`src/rtl/pachet_enigma.sv`:
```
// pachet_enigma: shared constants and FSM state type for the Enigma output path
package pachet_enigma;
  localparam logic [7:0] ASCII_A = 8'd65;
  localparam logic [7:0] ASCII_SPACE = 8'h20;
  localparam int ALFABET = 26;
  typedef enum logic [1:0] {IDLE, SEND, WAIT} stare_t;
endpackage

```
`src/rtl/fifo_sincron.sv`:
```
// fifo_sincron: synchronous FIFO with wrap-bit pointers, full/empty flags and occupancy
module fifo_sincron #(
  parameter int DEPTH = 16,
  parameter int W = 5
) (
  input  logic                     clk,
  input  logic                     rst_n,
  input  logic                     push,
  input  logic                     pop,
  input  logic [W-1:0]             din,
  output logic [W-1:0]             dout,
  output logic                     full,
  output logic                     empty,
  output logic [$clog2(DEPTH):0]   level
);
  localparam int AW = $clog2(DEPTH);
  logic [W-1:0] mem [DEPTH];
  logic [AW:0] wp, rp;
  logic wr, rd;
  assign rd = pop && !empty;
  assign wr = push && (!full || rd);
  assign level = wp - rp;
  assign full = level[AW];
  assign empty = wp == rp;
  assign dout = mem[rp[AW-1:0]];
  // pointers advance on accepted writes and reads; reset empties the queue
  always_ff @(posedge clk or negedge rst_n)
    if (!rst_n) begin
      wp <= '0;
      rp <= '0;
    end else begin
      if (wr) wp <= wp + 1'b1;
      if (rd) rp <= rp + 1'b1;
    end
  // storage array, no reset needed since pointers gate visibility
  always_ff @(posedge clk)
    if (wr) mem[wp[AW-1:0]] <= din;
endmodule

```
`src/rtl/coada_tx.sv`:
```
// coada_tx: buffers cipher indices and feeds them as ASCII to uart_tx; COADA_TX_GRUPARE_EN adds spaces between letter groups
module coada_tx
  import pachet_enigma::*;
#(
  parameter int DEPTH = 16,
  parameter int GROUP_LEN = 5
) (
  input  logic                   clk,
  input  logic                   rst_n,
  input  logic                   valid_in,
  input  logic [4:0]             char_in,
  input  logic                   tx_busy,
  input  logic                   tx_done,
  output logic                   tx_start,
  output logic [7:0]             tx_din,
  output logic                   full,
  output logic                   empty,
  output logic [$clog2(DEPTH):0] level,
  output logic                   overflow
);
  if (DEPTH < 2 || (DEPTH & (DEPTH - 1)) != 0) begin : g_bad_depth
    $error("coada_tx: DEPTH must be a power of two >= 2");
  end
  if (GROUP_LEN < 1 || GROUP_LEN > 15) begin : g_bad_group
    $error("coada_tx: GROUP_LEN must be 1..15");
  end
  stare_t state;
  logic [4:0] head;
  logic push, pop, launch, space_due;
  assign push = valid_in && (char_in < 5'(ALFABET));
  assign launch = state == IDLE && !empty && !tx_busy;
  assign pop = launch && !space_due;
`ifdef COADA_TX_GRUPARE_EN
  logic [3:0] cnt;
  assign space_due = cnt == 4'(GROUP_LEN);
  // letters since the last space; cleared when the space is launched
  always_ff @(posedge clk or negedge rst_n)
    if (!rst_n) cnt <= '0;
    else if (launch) cnt <= space_due ? 4'd0 : cnt + 4'd1;
`else
  assign space_due = 1'b0;
`endif
  fifo_sincron #(.DEPTH(DEPTH), .W(5)) u_fifo (
    .clk(clk), .rst_n(rst_n), .push(push), .pop(pop), .din(char_in),
    .dout(head), .full(full), .empty(empty), .level(level)
  );
  // sticky flag for a valid letter lost because the FIFO was full and not draining
  always_ff @(posedge clk or negedge rst_n)
    if (!rst_n) overflow <= 1'b0;
    else if (push && full && !pop) overflow <= 1'b1;
  // transmit sequencer: launch a byte from IDLE, then wait for the UART to finish it
  always_ff @(posedge clk or negedge rst_n)
    if (!rst_n) begin
      state <= IDLE;
      tx_start <= 1'b0;
      tx_din <= 8'h00;
    end else begin
      tx_start <= 1'b0;
      case (state)
        IDLE: if (launch) begin
          tx_start <= 1'b1;
          tx_din <= space_due ? ASCII_SPACE : ASCII_A + {3'b000, head};
          state <= space_due ? WAIT : SEND;
        end
        default: if (tx_done) state <= IDLE;
      endcase
    end
endmodule
```
`config.mk`:
```
export PLATFORM = sky130hd
export DESIGN_NAME = coada_tx
export DESIGN_NICKNAME = d
export VERILOG_FILES = /design/src/rtl/pachet_enigma.sv /design/src/rtl/fifo_sincron.sv /design/src/rtl/coada_tx.sv
export SDC_FILE = /design/constraint.sdc
export NUM_CORES = 1
export LEC_CHECK = 0
export ABC_CLOCK_PERIOD_IN_PS = 7300
export BUFFER_PORTS_ARGS = -buffer_cell sky130_fd_sc_hd__buf_2
export CORE_UTILIZATION = 25
export CTS_BUF_LIST = sky130_fd_sc_hd__clkbuf_4 sky130_fd_sc_hd__clkbuf_8
export DETAILED_ROUTE_END_ITERATION = 8
export PLACE_DENSITY = 0.49
export SLEW_MARGIN = 10
export SYNTH_ARGS = -nofsm -noshare
export SYNTH_HDL_FRONTEND = slang
export SYNTH_SLANG_ARGS = --single-unit
```
`constraint.sdc`:
```
create_clock -name clk -period 7.3 [get_ports clk]
set_clock_uncertainty 0.2 [all_clocks]
set_input_delay 0.73 -clock clk [delete_from_list [all_inputs] [get_ports clk]]
set_output_delay 0.73 -clock clk [all_outputs]
set_load 0.02 [all_outputs]
```
==> results of run 1 <==
## kinds of logic after synthesis
group                    after synthesis  share of synthesized area
AO/OA/AOI/OAI                         25                     0.0450
flip-flops                           100                      0.674
other                                  1                   0.000870
XOR/XNOR                              13                     0.0264
AND/OR/NAND/NOR                       56                     0.0691
buffers and inverters                 20                     0.0250
adder cells (fa/ha/maj)               11                     0.0337
multiplexers                          22                      0.126
## metal layers
metal / part of all wire / vias to the layer above
met1: 0.48 / 1139
met4: 0.014 / 0
li1: - / 1037
met3: 0.027 / 10
met2: 0.48 / 36
met5: 0 / -
## critical path, delay by kind of cell, from the launching register on
family,cells,cell delay [ns]
buffers and inverters,2,0.50
AOI/OAI and AO/OA,2,0.33
DFF,1,0.97
xor gates and xnor gates,1,0.47
adders and majority gates,1,0.50
## path summary, 6_finish.rpt
path                                     to  slack, ns  cells after the start
max                                    full       3.24                      6
min                            u_fifo.wp[3]       0.11                      1
max reg2reg                u_fifo.mem[7][2]       3.44                      7
min reg2reg                       tx_din[6]       0.27                      1
max in group asynchronous      u_fifo.wp[4]       6.46                      1
min in group clk                  tx_din[6]       0.27                      1
## flip-flops by register name, summed over array words and instances, names as in the netlist
name        flops
u_fifo.mem     80
overflow        1
u_fifo.rp       5
state           1
u_fifo.wp       5
tx_start        1
tx_din          7
## where the power goes
| group | total, uW | leakage, uW | switching [uW] | internal [uW] |
|---|---|---|---|---|
| Clock | 318 | 0.0000889 | 193 | 126 |
| Sequential | 784 | 0.000959 | 84.3 | 700 |
| Combinational | 824 | 0.000720 | 494 | 330 |
## cells in the final DEF (no fill, tap or decap), types with 4 or more instances in the layout
cell type	n
nor2_1	5
mux4_1	16
nand2_1	15
buf_2	25
nand3_1	6
xor2_1	6
edfxtp_1	80
dfrtp_1	20
nand4_1	4
clkbuf_8	9
xnor2_1	7
inv_1	11
ha_1	10
and2_1	5
a22oi_1	5
and3_1	12
mux4_2	5
o21ai_0	4
nor2b_1	4
## layout make-up
type | instances | area share
clock buffer | 9 | 0.0256
timing repair buffer | 28 | 0.0305
tap | 220 | 0.0569
sequential | 100 | 0.600
inverter | 11 | 0.00853
clock inverter | 7 | 0.0103
multi-input combinational | 128 | 0.268
## per-stage QoR
| step | cell area [um2] | power (uW) | utilization |
|---|---|---|---|
| finish | 4840 | 1930 | 0.290 |
| global route | 4840 | 2040 | 0.290 |
| CTS | 4840 | 1950 | 0.290 |
| detailed placement | 4670 | 1630 | 0.279 |
| global placement | 4670 | 1620 | 0.279 |
| floorplan | 4310 | 1400 | - |
==> impl_metrics.py, run 1 <==
metrics = {
    "status": {
        "status": "finished, final reports clean",
    },
    "clocking": {
        "hold_buffers": 0,
        "clkTransAtPathRegs_ns": 0.09,
        "cts_resized": 0,
        "clk_latency_ns": 0.36,
        "cts_tree": "built",
        "clkSinkCount": 100,
        "cts_setup_buffers": 0,
        "htreeDepth": 3,
        "cts_root_buf": "clkbuf_8",
        "clock_path_buffers": 2,
        "cts_buffers": 9,
    },
    "hold_path": {
        "worstHoldPathType": "primary input to asynchronous set/reset pin",
    },
    "global_route": {
        "grt.busiest_layer": "met2",
        "met2_usage": 0.176,
        "met3_usage": 0.0274,
        "grt_max_degree": 25,
        "gr-total-overflow": 0,
        "met1_usage": 0.145,
        "grt_usage": 0.110,
        "antenna_found_initial": 0,
        "grt_pass1_vias": 2315,
        "grt_pass1_wl_um": 14200,
    },
    "synth": {
        "yosysMostFrequentCell": "edfxtp_1",
        "syn_area_um2": 4310,
        "synth.top_cells.by_area": "edfxtp_1 (56%), dfrtp_1 (12%), mux4_1 (9.8%)",
        "synthesis.nets": 269,
        "synth_edf_count": 80,
        "yosys-top-cells-count": "edfxtp_1 (80), dfrtp_1 (20), mux4_1 (16)",
        "synth-warning-count": 0,
        "syn_avg_cell_area_um2": 17.4,
        "synth.largest_area_cell": "edfxtp_1",
        "synthCells": 248,
        "synth.distinct_cells": 40,
        "seq_area_frac_synth": 0.674,
        "synth-seq-cells": 100,
        "ys.flop_type": "edfxtp_1",
        "synth_top_area_share": 0.557,
        "async_flop_share": 0.200,
    },
    "routing": {
        "totalWireLength_um": 9220,
        "ant_nets": 0,
        "first_pass_iters": 4,
        "vias": 2222,
        "drt-wirelength-per-cell_um": 18.3,
        "via_per_inst": 4.42,
        "drt-initial-drc-count": 90,
        "drc_errors": 0,
    },
    "finish": {
        "regArea_um2": 2900,
        "antenna_cells": 0,
        "fin_nets": 299,
        "layout-drive-gt1-share": 0.194,
        "fillerInstances": 1688,
        "fin_cells": 503,
        "syn_to_final_growth_pct": 12.3,
        "multi_input_area_um2": 1300,
    },
    "die": {
        "rows": 47,
        "die_h_um": 133,
        "die_w_um": 133,
        "start_util": 0.258,
        "ios": 27,
        "core_area_um2": 16700,
        "die_area_um2": 17800,
    },
    "timing": {
        "tns_ns": 0,
        "hold_viol": 0,
        "finalSetupViolations": 0,
        "drv_slew": 0,
        "fin_crit_ns": 4.06,
        "timing.hold.ws_ns": 0.107,
        "fin_ws_ns": 3.24,
        "rsz0062_at_grt": "false",
        "max_slew_margin": 0.361,
        "tightestPinTransition_ns": 0.958,
        "finalCritPeriodShare": 0.557,
        "fmax_mhz": 246,
    },
    "critical_path": {
        "crit_type": "register to output port",
        "worst_setup_path_start_kind": "register",
        "required_ns": 6.37,
        "endpoint_kind": "output port",
        "cpMaxStageDelayCell": "dfrtp_1",
        "crit_chain": "inv_1 -> fa_1 -> a21o_1 -> a21oi_1 -> xor2_1 -> buf_2",
        "cp_max_fo": 23,
        "cp.arrival_ns": 3.13,
        "crit_path_start": "u_fifo.rp[1]",
        "cpPeakStageDelay_ns": 0.97,
        "r2r-start": "u_fifo.rp[1]",
    },
    "power_and_ir_drop": {
        "ir_worst_vdd_v": 0.000140,
        "power.static_leakage_uw": 0.00177,
        "power_density_nw_per_um2": 398,
    },
    "place": {
        "dp_hpwl_um": 6250,
        "gp_congestion": 0.751,
        "placement.io_buffers": 25,
        "place_worst_setup_slack_ns": 3.42,
        "dpl.cell_count": 487,
    },
    "job": {
        "max_cap_violations": 0,
    },
}
No activity file was read; power rests on OpenSTA's default activity.
==> inputs of run 2 (changes only) <==
--- a/config.mk
+++ b/config.mk
@@ -5,7 +5,7 @@
 export SDC_FILE = /design/constraint.sdc
 export NUM_CORES = 1
 export LEC_CHECK = 0
-export ABC_CLOCK_PERIOD_IN_PS = 7300
+export ABC_CLOCK_PERIOD_IN_PS = 4100
 export BUFFER_PORTS_ARGS = -buffer_cell sky130_fd_sc_hd__buf_2
 export CORE_UTILIZATION = 25
 export CTS_BUF_LIST = sky130_fd_sc_hd__clkbuf_4 sky130_fd_sc_hd__clkbuf_8
==> constraint.sdc (replaced) <==
create_clock -name clk -period 4.1 [get_ports clk]
set_clock_uncertainty 0.2 [all_clocks]
set_input_delay 0.41 -clock clk [delete_from_list [all_inputs] [get_ports clk]]
set_output_delay 0.41 -clock clk [all_outputs]
set_load 0.02 [all_outputs]
==> run 2 against run 1 <==
- flip-flop and latch count did not move
- die area did not move
- worst hold slack got worse by 0.025 ns
- global-route usage rose by 0.12 points
- design area rose by 1.9%
- routed wire length rose by 1.4%
- non-clock buffer count rose by 3
- first-iteration DRC count rose by 100%
- largest cell class unchanged
==> impl_metrics.py, run 2 (synthesis results as in run 1) <==
metrics = {
    "finish": {
        "final_area_um2": 4930,
        "largest_reg_flops": 80,
        "fin_nets": 302,
        "antenna_cells": 0,
        "fillerInstances": 1658,
        "syn_to_final_growth_pct": 14.4,
        "final_cell_mix": "edfxtp_1 (80), buf_2 (25), dfrtp_1 (20)",
        "layout-drive-gt1-share": 0.196,
        "final_common_cell": "edfxtp_1",
    },
    "clocking": {
        "clk_latency_ns": 0.38,
        "clkSinkCount": 100,
        "cts_buffers": 9,
        "cts_setup_buffers": 0,
        "clock_path_buffers": 2,
        "clkTransAtPathRegs_ns": 0.10,
        "cts_resized": 0,
        "cts_tree": "built",
        "htreeDepth": 3,
        "hold_buffers": 2,
        "cts_root_buf": "clkbuf_8",
    },
    "routing": {
        "drc_errors": 0,
        "vias": 2280,
        "first_pass_iters": 4,
        "totalWireLength_um": 9350,
        "ant_nets": 0,
        "drt-initial-drc-count": 182,
        "via_per_inst": 4.51,
        "drt-wirelength-per-cell_um": 18.5,
    },
    "place": {
        "dp_hpwl_um": 6230,
        "placement.io_buffers": 25,
        "gp_congestion": 0.765,
        "place_area_um2": 4670,
    },
    "timing": {
        "finalSetupViolations": 0,
        "fmax_mhz": 312,
        "finalCritPeriodShare": 0.781,
        "max_slew_margin": 0.418,
        "fin_crit_ns": 3.20,
        "hold_viol": 0,
        "tightestPinTransition_ns": 0.871,
        "tns_ns": 0,
        "drv_slew": 0,
        "rsz0062_at_grt": "false",
    },
    "power_and_ir_drop": {
        "power.static_leakage_uw": 0.00181,
        "ir_worst_vdd_v": 0.000275,
        "power.switching_uw": 1380,
        "power_uw": 3620,
        "intPower_uw": 2240,
        "sw_frac_of_total": 0.380,
        "combPwrFrac": 0.419,
        "power_density_nw_per_um2": 735,
        "p_seq_frac": 0.374,
        "clkPwrFrac": 0.207,
    },
    "critical_path": {
        "cpMaxStageDelayCell": "xor2_1",
        "crit_path_start": "u_fifo.wp[0]",
        "r2r-start": "u_fifo.wp[0]",
        "cp_max_fo": 7,
        "r2r_slack_ns": 0.94,
        "crit_chain": "inv_1 -> ha_1 -> inv_1 -> fa_1 -> a21o_1 -> a21oi_1 -> xor2_1 -> buf_2",
        "required_ns": 3.49,
        "cpMostUsedCell": "inv_1",
        "worstReg2RegEnd": "u_fifo.mem[7][1]",
        "worst_setup_path_start_kind": "register",
        "crit_type": "register to output port",
        "crit_path_end": "full",
        "cpPeakStageDelay_ns": 0.44,
        "r2r_cells": 9,
        "endpoint_kind": "output port",
        "cp.arrival_ns": 2.59,
    },
    "status": {
        "status": "finished, final reports clean",
    },
    "die": {
        "die_area_um2": 17800,
        "die_h_um": 133,
        "die_w_um": 133,
        "start_util": 0.258,
        "rows": 47,
        "ios": 27,
        "core_area_um2": 16700,
    },
    "global_route": {
        "grt_pass1_wl_um": 14200,
        "grt_usage": 0.111,
        "gr-total-overflow": 0,
        "grt_max_degree": 24,
        "antenna_found_initial": 0,
        "grt_pass1_vias": 2323,
    },
    "job": {
        "max_cap_violations": 0,
    },
    "hold_path": {
        "worstHoldPathType": "primary input to register",
        "worstHoldPathCells": 2,
    },
}
==> run 2: cell type report <==
cell class | instances | area [um2] | area share
clock buffer | 9 | 124 | 0.0251
clock inverter | 7 | 113 | 0.0228
tap | 220 | 275 | 0.0558
inverter | 11 | 41.3 | 0.00838
timing repair buffer | 31 | 175 | 0.0355
sequential | 100 | 2900 | 0.589
multi-input combinational | 128 | 1300 | 0.263
==> run 2: per-stage QoR <==
stage / std cells / setup slack [ns] / utilization / hold WS, ns
after floorplan: 248 / 0.748 / - / -0.0856
after global placement: 488 / 1.03 / 0.280 / 0.200
after detailed placement: 488 / 0.963 / 0.280 / 0.205
after CTS: 506 / 0.888 / 0.295 / 0.0713
after global routing: 506 / 0.693 / 0.295 / 0.0851
final: 506 / 0.899 / 0.295 / 0.0819
==> run 2: worst min-delay path by stage <==
| stage | startpoint | to | slack, ns |
|---|---|---|---|
| floorplan | rst_n | overflow | -0.09 |
| global placement | rst_n | overflow | 0.20 |
| detailed placement | rst_n | u_fifo.wp[3] | 0.20 |
| CTS | valid_in | overflow | 0.07 |
| global route | valid_in | overflow | 0.09 |
| finish | valid_in | overflow | 0.08 |
==> run 2: per-layer routing <==
metal / track usage / wire length [um]
met5: 0 / 0
met4: 0.0379 / 136
met3: 0.0289 / 361
met2: 0.176 / 4410
met1: 0.148 / 4440
==> run 2: power groups by stage <==
stage	Sequential, uW	Clock [uW]	Combinational (uW)
final	1350	749	1520
after global routing	1370	797	1650
after CTS	1360	762	1540
after detailed placement	1380	0	1530
after global placement	1380	0	1540
after floorplan	1390	0	1100
==> run 2: worst max-delay path: cells and delay by family (launching register included) <==
kind	cells	cell delay (ns)
xor+xnor	1	0.44
flops	1	0.42
compound gates	2	0.33
buf+inv	3	0.46
fa+ha+maj	2	0.55
==> inputs of run 3 (changes only) <==
--- a/config.mk
+++ b/config.mk
@@ -5,12 +5,13 @@
 export SDC_FILE = /design/constraint.sdc
 export NUM_CORES = 1
 export LEC_CHECK = 0
-export ABC_CLOCK_PERIOD_IN_PS = 4100
+export ABC_AREA = 1
+export ABC_CLOCK_PERIOD_IN_PS = 2670
 export BUFFER_PORTS_ARGS = -buffer_cell sky130_fd_sc_hd__buf_2
 export CORE_UTILIZATION = 25
 export CTS_BUF_LIST = sky130_fd_sc_hd__clkbuf_4 sky130_fd_sc_hd__clkbuf_8
 export DETAILED_ROUTE_END_ITERATION = 8
-export PLACE_DENSITY = 0.49
+export PLACE_DENSITY = 0.5
 export SLEW_MARGIN = 10
 export SYNTH_ARGS = -nofsm -noshare
 export SYNTH_HDL_FRONTEND = slang
==> constraint.sdc (replaced) <==
create_clock -name clk -period 2.67 [get_ports clk]
set_clock_uncertainty 0.2 [all_clocks]
set_input_delay 0.267 -clock clk [delete_from_list [all_inputs] [get_ports clk]]
set_output_delay 0.267 -clock clk [all_outputs]
set_load 0.02 [all_outputs]
==> run 3 against run 2 <==
- sequential power increased by 50%
- total power increased by 73%
- routed wire length increased by 13%
- sequential share of layout area decreased by 5.2 points
- synthesized cell count increased by 73%
- first-iteration DRC count decreased by 8.2%
- non-clock buffer count increased by 20
- register-to-register slack got worse by 0.80 ns
- flip-flop and latch count unchanged
- area after synthesis increased by 6.2%
- global-route usage increased by 0.87 points
- design area increased by 9.7%
- critical path type is now register to register
- highest routed layer unchanged
==> impl_metrics.py, run 3 <==
metrics = {
    "status": {
        "status": "finished, final reports clean",
    },
    "finish": {
        "fillerInstances": 1832,
        "final_common_cell": "nand2_1",
        "regArea_um2": 2900,
        "final_cell_mix": "nand2_1 (103), edfxtp_1 (80), inv_1 (51), nand3_1 (51), buf_4 (26)",
        "final_area_um2": 5410,
        "antenna_cells": 0,
        "largest_reg_flops": 80,
        "fin_nets": 494,
        "syn_to_final_growth_pct": 18.3,
        "fin_cells": 707,
        "multi_input_area_um2": 1460,
        "layout-drive-gt1-share": 0.195,
    },
    "clocking": {
        "clkSinkCount": 100,
        "htreeDepth": 3,
        "clock_path_buffers": 2,
        "cts_root_buf": "clkbuf_8",
        "clk_latency_ns": 0.37,
        "clkTransAtPathRegs_ns": 0.09,
        "cts_tree": "built",
        "cts_buffers": 9,
    },
    "synth": {
        "async_flop_share": 0.200,
        "ys.flop_type": "edfxtp_1",
        "syn_area_um2": 4570,
        "synth-seq-cells": 100,
        "seq_area_frac_synth": 0.635,
        "syn_avg_cell_area_um2": 10.7,
        "synth_top_area_share": 0.525,
        "yosys-top-cells-count": "nand2_1 (103), edfxtp_1 (80), inv_1 (51), nand3_1 (51), nor2_1 (26)",
        "synthCells": 429,
        "synth-warning-count": 0,
        "synthesis.nets": 450,
        "yosysMostFrequentCell": "nand2_1",
        "synth_edf_count": 80,
        "synth.top_cells.by_area": "edfxtp_1 (53%), dfrtp_1 (11%), nand2_1 (8.5%)",
        "synth.largest_area_cell": "edfxtp_1",
        "synth.distinct_cells": 33,
    },
    "place": {
        "gp_congestion": 0.866,
        "placement.io_buffers": 25,
        "place_area_um2": 5120,
        "place_worst_setup_slack_ns": 0.0567,
        "dpl.cell_count": 688,
        "dp_hpwl_um": 7420,
    },
    "hold_path": {
        "holdPathEnd": "u_fifo.mem[0][4]",
        "worstHoldPathCells": 1,
        "hp-start": "char_in[4]",
        "worstHoldPathType": "primary input to register",
    },
    "routing": {
        "via_per_inst": 4.34,
        "dr_wl_met3_um": 428,
        "vias": 3066,
        "wl_met2_um": 5270,
        "ant_nets": 0,
        "top_layer_used": "met4",
        "totalWireLength_um": 10600,
        "drc_errors": 0,
        "drt-wirelength-per-cell_um": 14.9,
        "drt-initial-drc-count": 167,
        "wl_met1_um": 4690,
        "first_pass_iters": 4,
    },
    "critical_path": {
        "required_ns": 2.52,
        "r2r_cells": 11,
        "crit_type": "register to register",
        "cp.buffers_inverters": 3,
        "cpPeakStageDelay_ns": 0.39,
        "worst_setup_path_start_kind": "register",
        "r2r_slack_ns": 0.14,
        "cpMaxStageDelayCell": "dfrtp_1",
        "worstReg2RegEnd": "u_fifo.mem[3][3]",
        "endpoint_kind": "register",
        "cp_max_fo": 5,
        "r2r-start": "u_fifo.wp[0]",
        "cp.arrival_ns": 2.38,
        "cpLargestDelayFamily": "simple AND/OR/NAND/NOR gates",
        "cpMostUsedCell": "inv_1",
        "crit_chain": "inv_1 -> ha_1 -> inv_1 -> fa_1 -> nand3_1 -> nand2_1 -> xor2_2 -> nand2_2 -> buf_4 -> nand3_4 -> nor2_2",
    },
    "timing": {
        "finalCritPeriodShare": 0.946,
        "finalSetupViolations": 0,
        "fin_crit_ns": 2.53,
        "fin_ws_ns": 0.143,
        "hold_viol": 0,
        "drv_slew": 0,
        "fmax_mhz": 396,
        "rsz0062_at_grt": "true",
        "tns_ns": 0,
    },
    "global_route": {
        "grt_usage": 0.120,
        "gr-total-overflow": 0,
        "grt_pass1_vias": 2963,
        "grt_pass1_wl_um": 16300,
        "antenna_found_initial": 0,
        "grt_max_degree": 38,
    },
    "power_and_ir_drop": {
        "power_density_nw_per_um2": 1160,
        "ir_worst_vdd_v": 0.000599,
        "power.static_leakage_uw": 0.00226,
        "power_uw": 6280,
    },
    "die": {
        "ios": 27,
        "start_util": 0.255,
        "die_w_um": 137,
        "core_area_um2": 18000,
        "rows": 49,
        "die_h_um": 137,
        "die_area_um2": 18800,
    },
    "job": {
        "max_cap_violations": 0,
    },
}
[run 3: cell count changes in the layout (fill, tap and decap cells not counted), sizes merged, moves of 13 or more]
cell,previous run,this run
and3,13,0
buf,29,49
inv,12,55
mux4,21,0
nand2,17,107
nand3,6,52
nor2,5,27
o21ai,5,19
[run 3: cell type report]
cell class,count,share of cell area
Clock buffer,12,0.0294
Clock inverter,4,0.0104
Multi-Input combinational cell,256,0.271
Tap cell,229,0.0530
Sequential cell,100,0.537
Inverter,55,0.0391
Timing Repair Buffer,51,0.0611
[run 3: worst register-to-register path, stage by stage, from the launching register on]
cell	delay (ns)
dfrtp_1	0.39
inv_1	0.07
ha_1	0.15
inv_1	0.05
fa_1	0.38
nand3_1	0.09
nand2_1	0.08
xor2_2	0.16
nand2_2	0.14
buf_4	0.14
nand3_4	0.11
nor2_2	0.26
[run 3: cells by family (layout without fill, tap and decap cells)]
group | Yosys count | in the layout | share of synthesized area
fa+ha+maj | 11 | 11 | 0.0317
buf+inv | 73 | 122 | 0.0760
xor+xnor | 13 | 13 | 0.0265
compound gates | 29 | 29 | 0.0353
flops | 100 | 100 | 0.635
other cells | 1 | 1 | 0.000820
simple gates | 201 | 201 | 0.192
mux | 1 | 1 | 0.00328
[run 3: worst max-delay path by stage]
stage | from | endpoint | cells after the start | slack [ns]
final | u_fifo.wp[0] | u_fifo.mem[3][3] | 11 | 0.14
after global placement | u_fifo.wp[0] | u_fifo.mem[12][3] | 10 | 0.11
after global routing | u_fifo.wp[0] | u_fifo.mem[11][0] | 11 | -0.03
after CTS | u_fifo.wp[0] | u_fifo.mem[12][0] | 10 | 0.04
after floorplan | u_fifo.rp[1] | u_fifo.mem[14][0] | 10 | -0.04
after detailed placement | u_fifo.wp[0] | u_fifo.mem[12][0] | 10 | 0.06
[run 3: metal layers]
metal	vias up	GRT usage
li1	1504	-
met1	1484	0.155
met2	64	0.199
met3	14	0.0224
met4	0	0.0433
met5	-	0
[run 3: report_power, final]
part	switching [uW]	internal, uW	total [uW]	leakage, uW
registers	110	1920	2030	0.000956
clock network	521	502	1020	0.000111
logic	2120	1110	3230	0.00119
[run 3: what timing repair did]
item,4_1_cts,5_1_grt
setup buffers,0,1
hold endpoints to repair,21,0
setup endpoints to repair,0,82
hold buffers,2,0
resized for setup,0,11
[run 3: through the flow]
| step | hold slack [ns] | util |
|---|---|---|
| after detailed placement | 0.0500 | 0.285 |
| after floorplan | -0.229 | - |
| after global routing | 0.142 | 0.301 |
| after global placement | 0.0404 | 0.285 |
| final | 0.149 | 0.301 |
| after CTS | 0.133 | 0.298 |
